<file path="src/rtl/fetch_stage_pkg.sv">
// Shared fetch-stage definitions: reset defaults and the fetch FSM encoding,
// reused by the hazard unit and the testbench.
package fetch_stage_pkg;

   localparam logic [31:0] DEFAULT_RESET_PC = 32'h0000_3000;
   localparam logic [31:0] DEFAULT_NOP      = 32'h0000_0000;
   localparam logic [31:0] WORD_MASK        = 32'hFFFF_FFFC;

   typedef enum logic {
      FETCH = 1'b0,
      HOLD  = 1'b1
   } fetch_state_e;

endpackage

</file>
<file path="src/rtl/if_id_reg.sv">
// IF/ID pipeline register: load a fetched word, insert a bubble, or hold.
// Reset (synchronous, active-low) leaves a bubble carrying the NOP word.
module if_id_reg
   import fetch_stage_pkg::*;
#(
   parameter logic [31:0] NOP = DEFAULT_NOP
) (
   input  logic        clk,
   input  logic        reset,
   input  logic        i_load,
   input  logic        i_bubble,
   input  logic [31:0] i_instr,
   input  logic [31:0] i_pc4,
   output logic [31:0] o_instr,
   output logic [31:0] o_pc4,
   output logic        o_valid
);

   logic [31:0] r_instr;
   logic [31:0] r_pc4;
   logic        r_valid;

   // NOTE: sequential state uses non-blocking assignments so every register
   // samples its inputs from the same pre-edge values.
   always_ff @(posedge clk) begin
      if (!reset) begin
         r_instr <= NOP;
         r_pc4   <= 32'h0;
         r_valid <= 1'b0;
      end else if (i_load) begin
         r_instr <= i_instr;
         r_pc4   <= i_pc4;
         r_valid <= 1'b1;
      end else if (i_bubble) begin
         // PC4D is left alone so a bubble never disturbs the next-PC logic.
         r_instr <= NOP;
         r_valid <= 1'b0;
      end
   end

   assign o_instr = r_instr;
   assign o_pc4   = r_pc4;
   assign o_valid = r_valid;

endmodule

</file>
<file path="src/rtl/fetch_stage.sv">
// MIPS instruction-fetch stage: PC, imem handshake, skid buffer for stalls
// during an ack, and a latched redirect so the branch delay slot is honoured.
module fetch_stage
   import fetch_stage_pkg::*;
#(
   parameter logic [31:0] RESET_PC = DEFAULT_RESET_PC,
   parameter logic [31:0] NOP      = DEFAULT_NOP
) (
   input  logic        clk,
   input  logic        reset,
   input  logic [31:0] NPC,
   input  logic        redirect,
   input  logic        stallD,
   output logic        imem_req,
   output logic [31:0] imem_addr,
   input  logic        imem_ack,
   input  logic [31:0] imem_rdata,
   output logic [31:0] InstrD,
   output logic [31:0] PC4D,
   output logic        validD
);

   fetch_state_e r_state;
   logic [31:0]  r_pc;
   logic [31:0]  r_buf;
   logic         r_pend_v;
   logic [31:0]  r_pend_tgt;

   logic         w_take;
   logic         w_complete;
   logic         w_bubble;
   logic [31:0]  w_pc4;
   logic [31:0]  w_nxt;
   logic [31:0]  w_instr;

   assign w_pc4      = r_pc + 32'd4;
   assign w_take     = validD & redirect & ~stallD;
   assign w_nxt      = (r_pend_v ? r_pend_tgt : (w_take ? NPC : w_pc4)) & WORD_MASK;
   assign w_complete = ~stallD & ((r_state == HOLD) | imem_ack);
   assign w_bubble   = (r_state == FETCH) & ~imem_ack & ~stallD;
   assign w_instr    = (r_state == HOLD) ? r_buf : imem_rdata;

   assign imem_req  = (r_state == FETCH) & reset;
   assign imem_addr = r_pc & WORD_MASK;

   always_ff @(posedge clk) begin
      if (!reset) begin
         r_state  <= FETCH;
         r_pc     <= RESET_PC & WORD_MASK;
         r_buf    <= 32'h0;
         r_pend_v <= 1'b0;
      end else begin
         case (r_state)
            FETCH: begin
               if (imem_ack) begin
                  if (!stallD) begin
                     r_pc     <= w_nxt;
                     r_pend_v <= 1'b0;
                  end else begin
                     r_buf   <= imem_rdata;
                     r_state <= HOLD;
                  end
               end else if (w_take) begin
                  // Delay slot still in flight: remember where to go after it.
                  r_pend_v   <= 1'b1;
                  r_pend_tgt <= NPC;
               end
            end
            HOLD: begin
               if (!stallD) begin
                  r_pc     <= w_nxt;
                  r_pend_v <= 1'b0;
                  r_state  <= FETCH;
               end
            end
            default: r_state <= FETCH;
         endcase
      end
   end

   // NOTE: r_pend_tgt carries no reset; it is only ever read while r_pend_v
   // is set, and r_pend_v itself is reset.

   if_id_reg #(
      .NOP (NOP)
   ) u_if_id (
      .clk      (clk),
      .reset    (reset),
      .i_load   (w_complete),
      .i_bubble (w_bubble),
      .i_instr  (w_instr),
      .i_pc4    (w_pc4),
      .o_instr  (InstrD),
      .o_pc4    (PC4D),
      .o_valid  (validD)
   );

endmodule

</file>
<file path="config.mk">
export PLATFORM = sky130hd
export DESIGN_NAME = fetch_stage
export DESIGN_NICKNAME = d
export VERILOG_FILES = /design/src/rtl/fetch_stage_pkg.sv /design/src/rtl/if_id_reg.sv /design/src/rtl/fetch_stage.sv
export SDC_FILE = /design/constraint.sdc
export NUM_CORES = 1
export LEC_CHECK = 0
export ABC_CLOCK_PERIOD_IN_PS = 4000
export BUFFER_PORTS_ARGS = -buffer_cell sky130_fd_sc_hd__buf_4
export CORE_MARGIN = 2
export CORE_UTILIZATION = 42
export CTS_CLUSTER_SIZE = 12
export DETAILED_ROUTE_END_ITERATION = 16
export GPL_ROUTABILITY_DRIVEN = 0
export HOLD_SLACK_MARGIN = 0.08
export PLACE_DENSITY = 0.73
export RECOVER_POWER = 25
export SKIP_LAST_GASP = 1
export SLEW_MARGIN = 10
export SYNTH_ARGS = -nofsm -noshare
export SYNTH_HDL_FRONTEND = slang
export SYNTH_SLANG_ARGS = --single-unit
</file>
<file path="constraint.sdc">
create_clock -name clk -period 4 [get_ports clk]
set_input_delay 0.2 -clock clk [delete_from_list [all_inputs] [get_ports clk]]
set_output_delay 0.2 -clock clk [all_outputs]
set_load 0.02 [all_outputs]
</file>
### Yosys cells after proc, flatten, opt, wreduce, memory -nomap -nowiden

Cells that the tools add are included.

* bitwise logic cells: 10
* add/subtract/negate cells: 1
* equal/unequal tests: 2
* reductions and logical operators: 3
* mux-type cells: 17

Operators with widths (count)
* 32-bit 2-to-1 mux: 7
* 32-bit case mux with 2 select lines: 1
* 32-bit by 3-bit adder with 32-bit output, second input constant: 1
* 1-bit 2-to-1 mux: 7
* 1-bit bitwise AND: 6
* 1-bit case mux with 2 select lines: 2
* 4-bit AND reduction: 1
* 3-bit != test, second input constant: 1
* 1-bit inverter: 3
* 3-bit AND reduction: 1
* 2-bit != test, second input constant: 1
* 2-bit nonzero test: 1
* 1-bit bitwise OR: 1

* input port bits: 69
* flip-flop bits (word level): 163
* output and inout bits: 98

### Depth between registers and ports, before layout

Gate-level depths: netlist of the first run.

* depth in word-level cells: 7
* depth in mapped cells: 7
* depth with buffers taken out: 6

### By module

From an unflattened synthesis of the first run, not the netlist that was laid out.

* cell total of the unflattened synthesis: 836
* area total of the unflattened synthesis: 7996.4 um2

By module, submodules not included
* fetch_stage: seq. area each 2182.1 um2, cells each 587, area an instance 5132.4 um2, times used 1
* if_id_reg: seq. area each 1301.2 um2, cells each 249, area an instance 2864.0 um2, times used 1

### Least setup slack after synthesis of the first run

OpenSTA, ideal clock, no wires.

* path type: register -> register
* from: reg u_if_id.r_valid, in the netlist u_if_id.o_valid
* to: reg r_pend_tgt[10] (enable)
* arrival time: 3769 ps
* required time: 3507 ps
* period minus slack after synthesis: 4261 ps
* cell stages (with the launch flop): 4
* buffers on the path: 1
* path slack: -261 ps
* library setup time: 493 ps
* cells stage by stage: dfxtp_1 > nand3b_1 > clkbuf_1 > nor4_1

* word-level cells in the longest chain between the ends: 3

Ends and longest elaborated chain
* start: declaration: RTL line if_id_reg.sv:21 `logic r_valid;`
* start signal: assignment: RTL line if_id_reg.sv:29 `r_valid <= 1'b0;`
* start signal: assignment: RTL line if_id_reg.sv:33 `r_valid <= 1'b1;`
* start signal: assignment: RTL line if_id_reg.sv:37 `r_valid <= 1'b0;`
* 1-bit bitwise AND (2 in series): RTL line fetch_stage.sv:37 `assign w_take = validD & redirect & ~stallD;`
* 4-bit AND reduction (no line)
* end signal: assignment: RTL line fetch_stage.sv:66 `r_pend_tgt <= NPC;`
* end: declaration: RTL line fetch_stage.sv:27 `logic [31:0] r_pend_tgt;`

No other way between the ends.
A chain may end at the register's enable or synchronous reset.

### Worst setup path after layout of the first run

* from: reg r_pc[2]
* to: reg r_pc[18]

* word-level cells in the longest chain between the ends: 6

Ends and longest elaborated chain
* start: declaration: RTL line fetch_stage.sv:24 `logic [31:0] r_pc;`
* start signal: assignment: RTL line fetch_stage.sv:49 `r_pc <= RESET_PC & WORD_MASK;`
* start signal: assignment: RTL line fetch_stage.sv:57 `r_pc <= w_nxt;`
* start signal: assignment: RTL line fetch_stage.sv:71 `r_pc <= w_nxt;`
* 32-bit by 3-bit adder with 32-bit output *: RTL line fetch_stage.sv:36 `assign w_pc4 = r_pc + 32'd4;`
* 32-bit 2-to-1 mux * (2 in series): RTL line fetch_stage.sv:38 `assign w_nxt = (r_pend_v ? r_pend_tgt : (w_take ? NPC : w_pc4)) & WORD_MASK;`
* 32-bit 2-to-1 mux *: RTL line fetch_stage.sv:56, fetch_stage.sv:70
* 32-bit 2-to-1 mux: RTL line fetch_stage.sv:55 `if (imem_ack) begin`
* 32-bit case mux with 2 select lines *: RTL line fetch_stage.sv:53 `case (r_state)`

Mark *: on every way between the ends. The rest lies on a longest branch, timed or not. The select of a mux whose other input is x is not followed.

==> impl_metrics.env, run 1 <==
export IMPL_multi_input_comb_area_um2=3300
export IMPL_avgSynthCellArea_um2=8.95
export IMPL_cp_max_fo=8
export IMPL_clk_latency_ns=0.43
export IMPL_synth_seq_cells=157
export IMPL_synth_edff_count=30
export IMPL_grt_pass1_wl_um=32700
export IMPL_async_flop_share=0
export IMPL_overflow=0
export IMPL_num_vias=6539
export IMPL_post_place_ws_ns=1.47
export IMPL_post_route_period_util=0.573
export IMPL_drive_gt1_frac=0.183
export IMPL_cts_resized=0
export IMPL_synthTopCellsByArea="dfxtp_1 (36%), edfxtp_1 (13%), nand2_1 (7.2%)"
export IMPL_r2r_start="r_pc[2]"
export IMPL_antenna_cells=0
export IMPL_endpoint_kind="register"
export IMPL_cts_made_buffers=17
export IMPL_cp_arrival_ns=2.61
export IMPL_dp_hpwl_um=13100
export IMPL_cts_max_path_buffers=2
export IMPL_status="completed"
export IMPL_coreArea_um2=16500
export IMPL_grt_pass1_vias=6306
export IMPL_cp_data_required_time_ns=4.32
export IMPL_viasPerCell=5.41
export IMPL_die_w_um=133
export IMPL_path_class="reg2reg"
export IMPL_p_leak_nw=3.50
export IMPL_clkTransAtPathRegs_ns=0.07
export IMPL_reg2reg_slack_ns=1.71
export IMPL_relSlewSlack=0.465
export IMPL_synth_area_leader_cell="dfxtp_1"
export IMPL_startpoint_type="register"
export IMPL_cts_htree_levels=4
export IMPL_antenna_found_initial=0
export IMPL_maxCapViolations=0
export IMPL_n_fill_cell=1527
export IMPL_drtAntennaViolNets=0
export IMPL_start_util=0.426
export IMPL_power_w=0.00391
export IMPL_worstHoldStart="stallD"
export IMPL_final_setup_worst_slack_ns=1.71
export IMPL_regArea_um2=3450
export IMPL_max_freq_mhz=436
export IMPL_rows=47
export IMPL_cts_root_buf="clkbuf_16"
export IMPL_drt_iter0_drc=428
export IMPL_reg2regPathDepth=6
export IMPL_hold_path_depth=5
export IMPL_yosys_warnings=0
export IMPL_yosysUniqueCellTypes=65
export IMPL_rsz0062_at_grt="false"
export IMPL_design_area_um2=9390
export IMPL_worst_clock_skew_ns=0.00996
export IMPL_dr_pass1_iters=8
export IMPL_dieArea_um2=17800
export IMPL_hold_slack_ns=0.205
export IMPL_synth_flop_cell="dfxtp_1"
export IMPL_syn_inst=784
export IMPL_drc_errors=0
export IMPL_rr_endpoint="r_pc[18]"
export IMPL_layout_commonest_cell="nand2_1"
export IMPL_area_delta_synth_final_pct=33.7
export IMPL_final_cell_mix="nand2_1 (134), dfxtp_1 (125), buf_4 (102)"
export IMPL_final_nets=1045
export IMPL_p_per_area_nw_per_um2=416
export IMPL_post_cts_buffers=0
export IMPL_grt_max_degree=46
export IMPL_setup_viol=0
export IMPL_peakVddDrop_uv=411
export IMPL_slew_violations=0
export IMPL_tns_ns=0
export IMPL_clock_sinks=157
export IMPL_tritoncts="built"
export IMPL_syn_area_um2=7020
export IMPL_tightest_slew_ns=0.803
export IMPL_die_y_um=133
export IMPL_post_route_min_period_ns=2.29
export IMPL_placed_area_um2=8340
export IMPL_hold_path_class="in2reg"
export IMPL_final_hold_violation_count=0
export IMPL_ios=167
export IMPL_port_buffers=160
export IMPL_grt_usage=0.231
export IMPL_yosysTopAreaCellShare=0.362
export IMPL_ys_seq_area_frac=0.491
export IMPL_holdPathEnd="r_buf[5]"
export IMPL_wl_per_cell_um=16.8
export IMPL_wl_um=20300
[area by class of cell]
| class | instances | share of cell area |
|---|---|---|
| inverter | 9 | 0.00360 |
| timing repair buffer | 235 | 0.184 |
| multi-input combinational | 555 | 0.351 |
| tap | 220 | 0.0293 |
| clock buffer | 19 | 0.0494 |
| clock inverter | 13 | 0.0151 |
| sequential | 157 | 0.367 |
[timing repair]
item / in CTS / in global routing
endpoints found under the hold margin: 94 / 0
hold buffers: 63 / 0
setup endpoints to repair: 0 / 0
[sequential cells by signal (all words and copies together) (netlist names)]
signal           count
u_if_id.o_instr     32
r_pend_v             1
r_state              1
u_if_id.o_valid      1
r_buf               32
r_pc                30
r_pend_tgt          30
u_if_id.o_pc4       30
[metrics by stage]
stage	util	cells
CTS	0.582	1208
floorplan	-	787
global placement	0.507	1113
detailed placement	0.507	1113
global route	0.570	1208
finish	0.570	1208
[Yosys cell counts, types with 7 or more instances]
master    number
o21ai_0       74
mux2i_1       36
nand2_1      134
nand4_1        9
a21oi_1       83
xnor2_1       17
edfxtp_1      30
and3_1        11
inv_1          8
dfxtp_1      127
nand3_1       20
a211oi_1      18
xor2_1         7
o22ai_1        8
nor3_1        11
clkbuf_1      48
nor2_1        40
[per-layer routing]
metal,global-route usage,share of wire,up-vias
li1,-,-,3187
met1,0.283,0.41,3082
met3,0.0746,0.083,32
met2,0.382,0.48,238
met4,0.0869,0.021,0
met5,0,0,-
[critical path, stage by stage, from the launching register on]
cell	delay, ns
dfxtp_1	0.48
ha_1	0.27
nand3_1	0.22
nor3_1	0.50
and3_1	0.31
o21ai_0	0.09
a32o_1	0.30
[worst max path at each step]
stage / from / to / depth (start not counted)
floorplan: r_state / r_pend_tgt[10] / 3
detailed placement: reset / r_pend_tgt[26] / 4
finish: r_pc[2] / r_pc[18] / 6
global placement: reset / r_pend_tgt[26] / 4
global route: r_pc[2] / r_pc[18] / 6
CTS: r_pc[2] / r_pc[18] / 6
[power by group]
part	total, W	switching, W	internal [W]
Clock	0.00166	0.000723	0.000938
Combinational	0.000498	0.000281	0.000217
Sequential	0.00175	0.0000653	0.00168
[logic make-up after synthesis]
logic type | Yosys count | share of synthesized area
AND/OR/NAND/NOR | 260 | 0.180
AO/OA/AOI/OAI | 226 | 0.194
flip-flops | 157 | 0.491
buffers and inverters | 75 | 0.0455
multiplexers | 40 | 0.0578
XOR/XNOR | 24 | 0.0299
adder cells (fa/ha/maj) | 1 | 0.00178
other | 1 | 0.000534
No activity file was read; power rests on OpenSTA's default activity.
==> run 2: changes to the inputs <==
--- a/config.mk
+++ b/config.mk
@@ -5,7 +5,8 @@
 export SDC_FILE = /design/constraint.sdc
 export NUM_CORES = 1
 export LEC_CHECK = 0
-export ABC_CLOCK_PERIOD_IN_PS = 4000
+export ABC_AREA = 1
+export ABC_CLOCK_PERIOD_IN_PS = 1900
 export BUFFER_PORTS_ARGS = -buffer_cell sky130_fd_sc_hd__buf_4
 export CORE_MARGIN = 2
 export CORE_UTILIZATION = 42
@@ -13,7 +14,7 @@
 export DETAILED_ROUTE_END_ITERATION = 16
 export GPL_ROUTABILITY_DRIVEN = 0
 export HOLD_SLACK_MARGIN = 0.08
-export PLACE_DENSITY = 0.73
+export PLACE_DENSITY = 0.74
 export RECOVER_POWER = 25
 export SKIP_LAST_GASP = 1
 export SLEW_MARGIN = 10
==> constraint.sdc (replaced) <==
create_clock -name clk -period 1.9 [get_ports clk]
set_input_delay 0.095 -clock clk [delete_from_list [all_inputs] [get_ports clk]]
set_output_delay 0.095 -clock clk [all_outputs]
set_load 0.02 [all_outputs]
==> impl_metrics.env, run 2 <==
export IMPL_slew_violations=0
export IMPL_async_flop_share=0
export IMPL_overflow=0
export IMPL_final_util=0.580
export IMPL_ys_seq_area_frac=0.494
export IMPL_layout_commonest_cell="nor2_1"
export IMPL_hold_path_class="in2reg"
export IMPL_start_util=0.425
export IMPL_relSlewSlack=0.472
export IMPL_grt_usage=0.236
export IMPL_regArea_um2=3450
export IMPL_path_cells="ha_1 -> nand2_2 -> nor2_4 -> nand2_4 -> nor2_4 -> nand3_1 -> nand3_1 -> nand2_1 -> a21oi_1"
export IMPL_synth_flop_cell="dfxtp_1"
export IMPL_p_per_area_nw_per_um2=850
export IMPL_status="completed"
export IMPL_endpoint_kind="register"
export IMPL_num_vias=6994
export IMPL_cts_max_path_buffers=2
export IMPL_crit_path_top_delay_cell="dfxtp_1"
export IMPL_syn_inst=919
export IMPL_worst_clock_skew_ns=0.0115
export IMPL_post_route_min_period_ns=1.70
export IMPL_drt_iter0_drc=511
export IMPL_reg2reg_slack_ns=0.20
export IMPL_dr_pass1_iters=5
export IMPL_clock_sinks=157
export IMPL_cp_data_required_time_ns=2.24
export IMPL_tightest_slew_ns=0.791
export IMPL_synthMostInstantiatedCell="nor2_1"
export IMPL_final_setup_worst_slack_ns=0.196
export IMPL_final_cell_mix="nor2_1 (202), nand2_1 (140), dfxtp_1 (124)"
export IMPL_maxCapViolations=0
export IMPL_cp_arrival_ns=2.05
export IMPL_post_place_ws_ns=-0.0320
export IMPL_yosysUniqueCellTypes=33
export IMPL_die_w_um=133
export IMPL_post_route_period_util=0.897
export IMPL_syn_area_um2=6970
export IMPL_synth_area_leader_cell="dfxtp_1"
export IMPL_ios=167
export IMPL_clkTransAtPathRegs_ns=0.06
export IMPL_synth_edff_count=30
export IMPL_slowest_delay_ns=0.41
export IMPL_die_y_um=133
export IMPL_yosysTopAreaCellShare=0.365
export IMPL_p_leak_nw=3.93
export IMPL_tritoncts="built"
export IMPL_avgSynthCellArea_um2=7.58
export IMPL_grt_max_degree=51
export IMPL_peakVddDrop_uv=679
export IMPL_dp_hpwl_um=12900
export IMPL_port_buffers=160
export IMPL_area_delta_synth_final_pct=36.7
export IMPL_yosys_warnings=0
export IMPL_antenna_found_initial=0
export IMPL_viasPerCell=5.11
export IMPL_drc_errors=0
export IMPL_path_class="reg2reg"
export IMPL_wl_per_cell_um=15.1
export IMPL_coreArea_um2=16400
export IMPL_cp_max_fo=6
export IMPL_max_freq_mhz=587
export IMPL_clk_latency_ns=0.43
export IMPL_synth_commonest_cells="nor2_1 (203), nand2_1 (141), dfxtp_1 (127), o21ai_0 (85), nand3_1 (72)"
export IMPL_power_w=0.00809
export IMPL_final_hold_violation_count=0
export IMPL_cts_htree_levels=4
export IMPL_rsz0062_at_grt="false"
export IMPL_rows=47
export IMPL_startpoint_type="register"
export IMPL_drtAntennaViolNets=0
export IMPL_multi_input_comb_area_um2=3130
export IMPL_grt_pass1_wl_um=33500
export IMPL_wl_um=20700
export IMPL_setup_viol=0
export IMPL_cts_made_buffers=17
export IMPL_dieArea_um2=17600
export IMPL_synth_seq_cells=157
export IMPL_synthTopCellsByArea="dfxtp_1 (36%), edfxtp_1 (13%), nor2_1 (11%)"
export IMPL_final_nets=1206
export IMPL_grt_pass1_vias=6840
export IMPL_cts_root_buf="clkbuf_16"
export IMPL_n_fill_cell=1514
export IMPL_antenna_cells=0
export IMPL_drive_gt1_frac=0.165
## run 2: cell types whose count changed in the layout (fill, tap and decap cells not counted), sizes merged, moves of 10 or more
cell and delta:
and3 -11, and2 +10, xnor2 -13, nor2 +178
nor3 -12, nand2 +12, a21oi -19, o31ai +29
mux2i -35, nand3 +51, o21ai +24, nand4 -11
a211oi -19, inv +35
## run 2: area by class of cell
class / instances / area share
repair buffers: 252 / 0.205
multi-input cells: 667 / 0.329
clock buffers: 17 / 0.0447
well taps: 220 / 0.0289
clock inverters: 15 / 0.0145
flip-flops and latches: 157 / 0.362
inverters: 41 / 0.0162
## run 2: cell families (layout without fill, tap and decap cells)
logic type,count (synthesis),after routing,share of synthesized area
simple gates,448,449,0.270
compound gates,204,204,0.161
flops,157,157,0.494
buf+inv,99,325,0.0603
xor+xnor,8,8,0.0101
fa+ha+maj,1,1,0.00180
other cells,1,4,0.000538
mux,1,1,0.00144
## run 2: what timing repair did
| item | 4_1_cts | 5_1_grt |
|---|---|---|
| pin swaps | 1 | 1 |
| endpoints found under the setup margin | 27 | 5 |
| hold buffers | 72 | 0 |
| endpoints found under the hold margin | 118 | 0 |
| cloned | 1 | 0 |
| resized for setup | 0 | 2 |
| setup buffers | 0 | 2 |
## run 2: power breakdown
group / total, W / switching, W / leakage, nW / internal, W
Sequential: 0.00369 / 0.000136 / 1.31 / 0.00355
Clock: 0.00329 / 0.00155 / 0.279 / 0.00174
Combinational: 0.00111 / 0.000635 / 2.34 / 0.000476
## run 2: metrics by stage
stage / instance area [um2] / TNS (ns) / cells / hold slack, ns
finish: 9520 / 0 / 1369 / 0.222
CTS: 9700 / 0 / 1367 / 0.157
global route: 9520 / 0 / 1369 / 0.237
floorplan: 6990 / 0 / 922 / 0.194
global placement: 8410 / 0 / 1262 / 0.284
detailed placement: 8410 / -0.149 / 1262 / 0.285
## run 2: worst paths after layout
check / cells after the start / to / start
hold reg to reg: 1 / u_if_id.o_pc4[22] / u_if_id.o_pc4[22]
hold / removal: 4 / u_if_id.o_pc4[9] / stallD
setup / recovery: 9 / r_pc[22] / r_pc[3]
setup reg to reg: 9 / r_pc[22] / r_pc[3]
## run 2: layer usage
metal	GRT usage	up-vias	wire, um
li1	-	3473	-
met1	0.281	3225	8610
met2	0.403	265	10100
met3	0.0628	31	1600
met4	0.103	0	442
met5	0	-	0
## run 2: critical path, delay by kind of cell (launching register included)
| family | cells | cell delay, ns |
|---|---|---|
| AO/OA/AOI/OAI | 1 | 0.14 |
| adder cells (fa/ha/maj) | 1 | 0.23 |
| flip-flops | 1 | 0.41 |
| AND/OR/NAND/NOR | 7 | 0.84 |
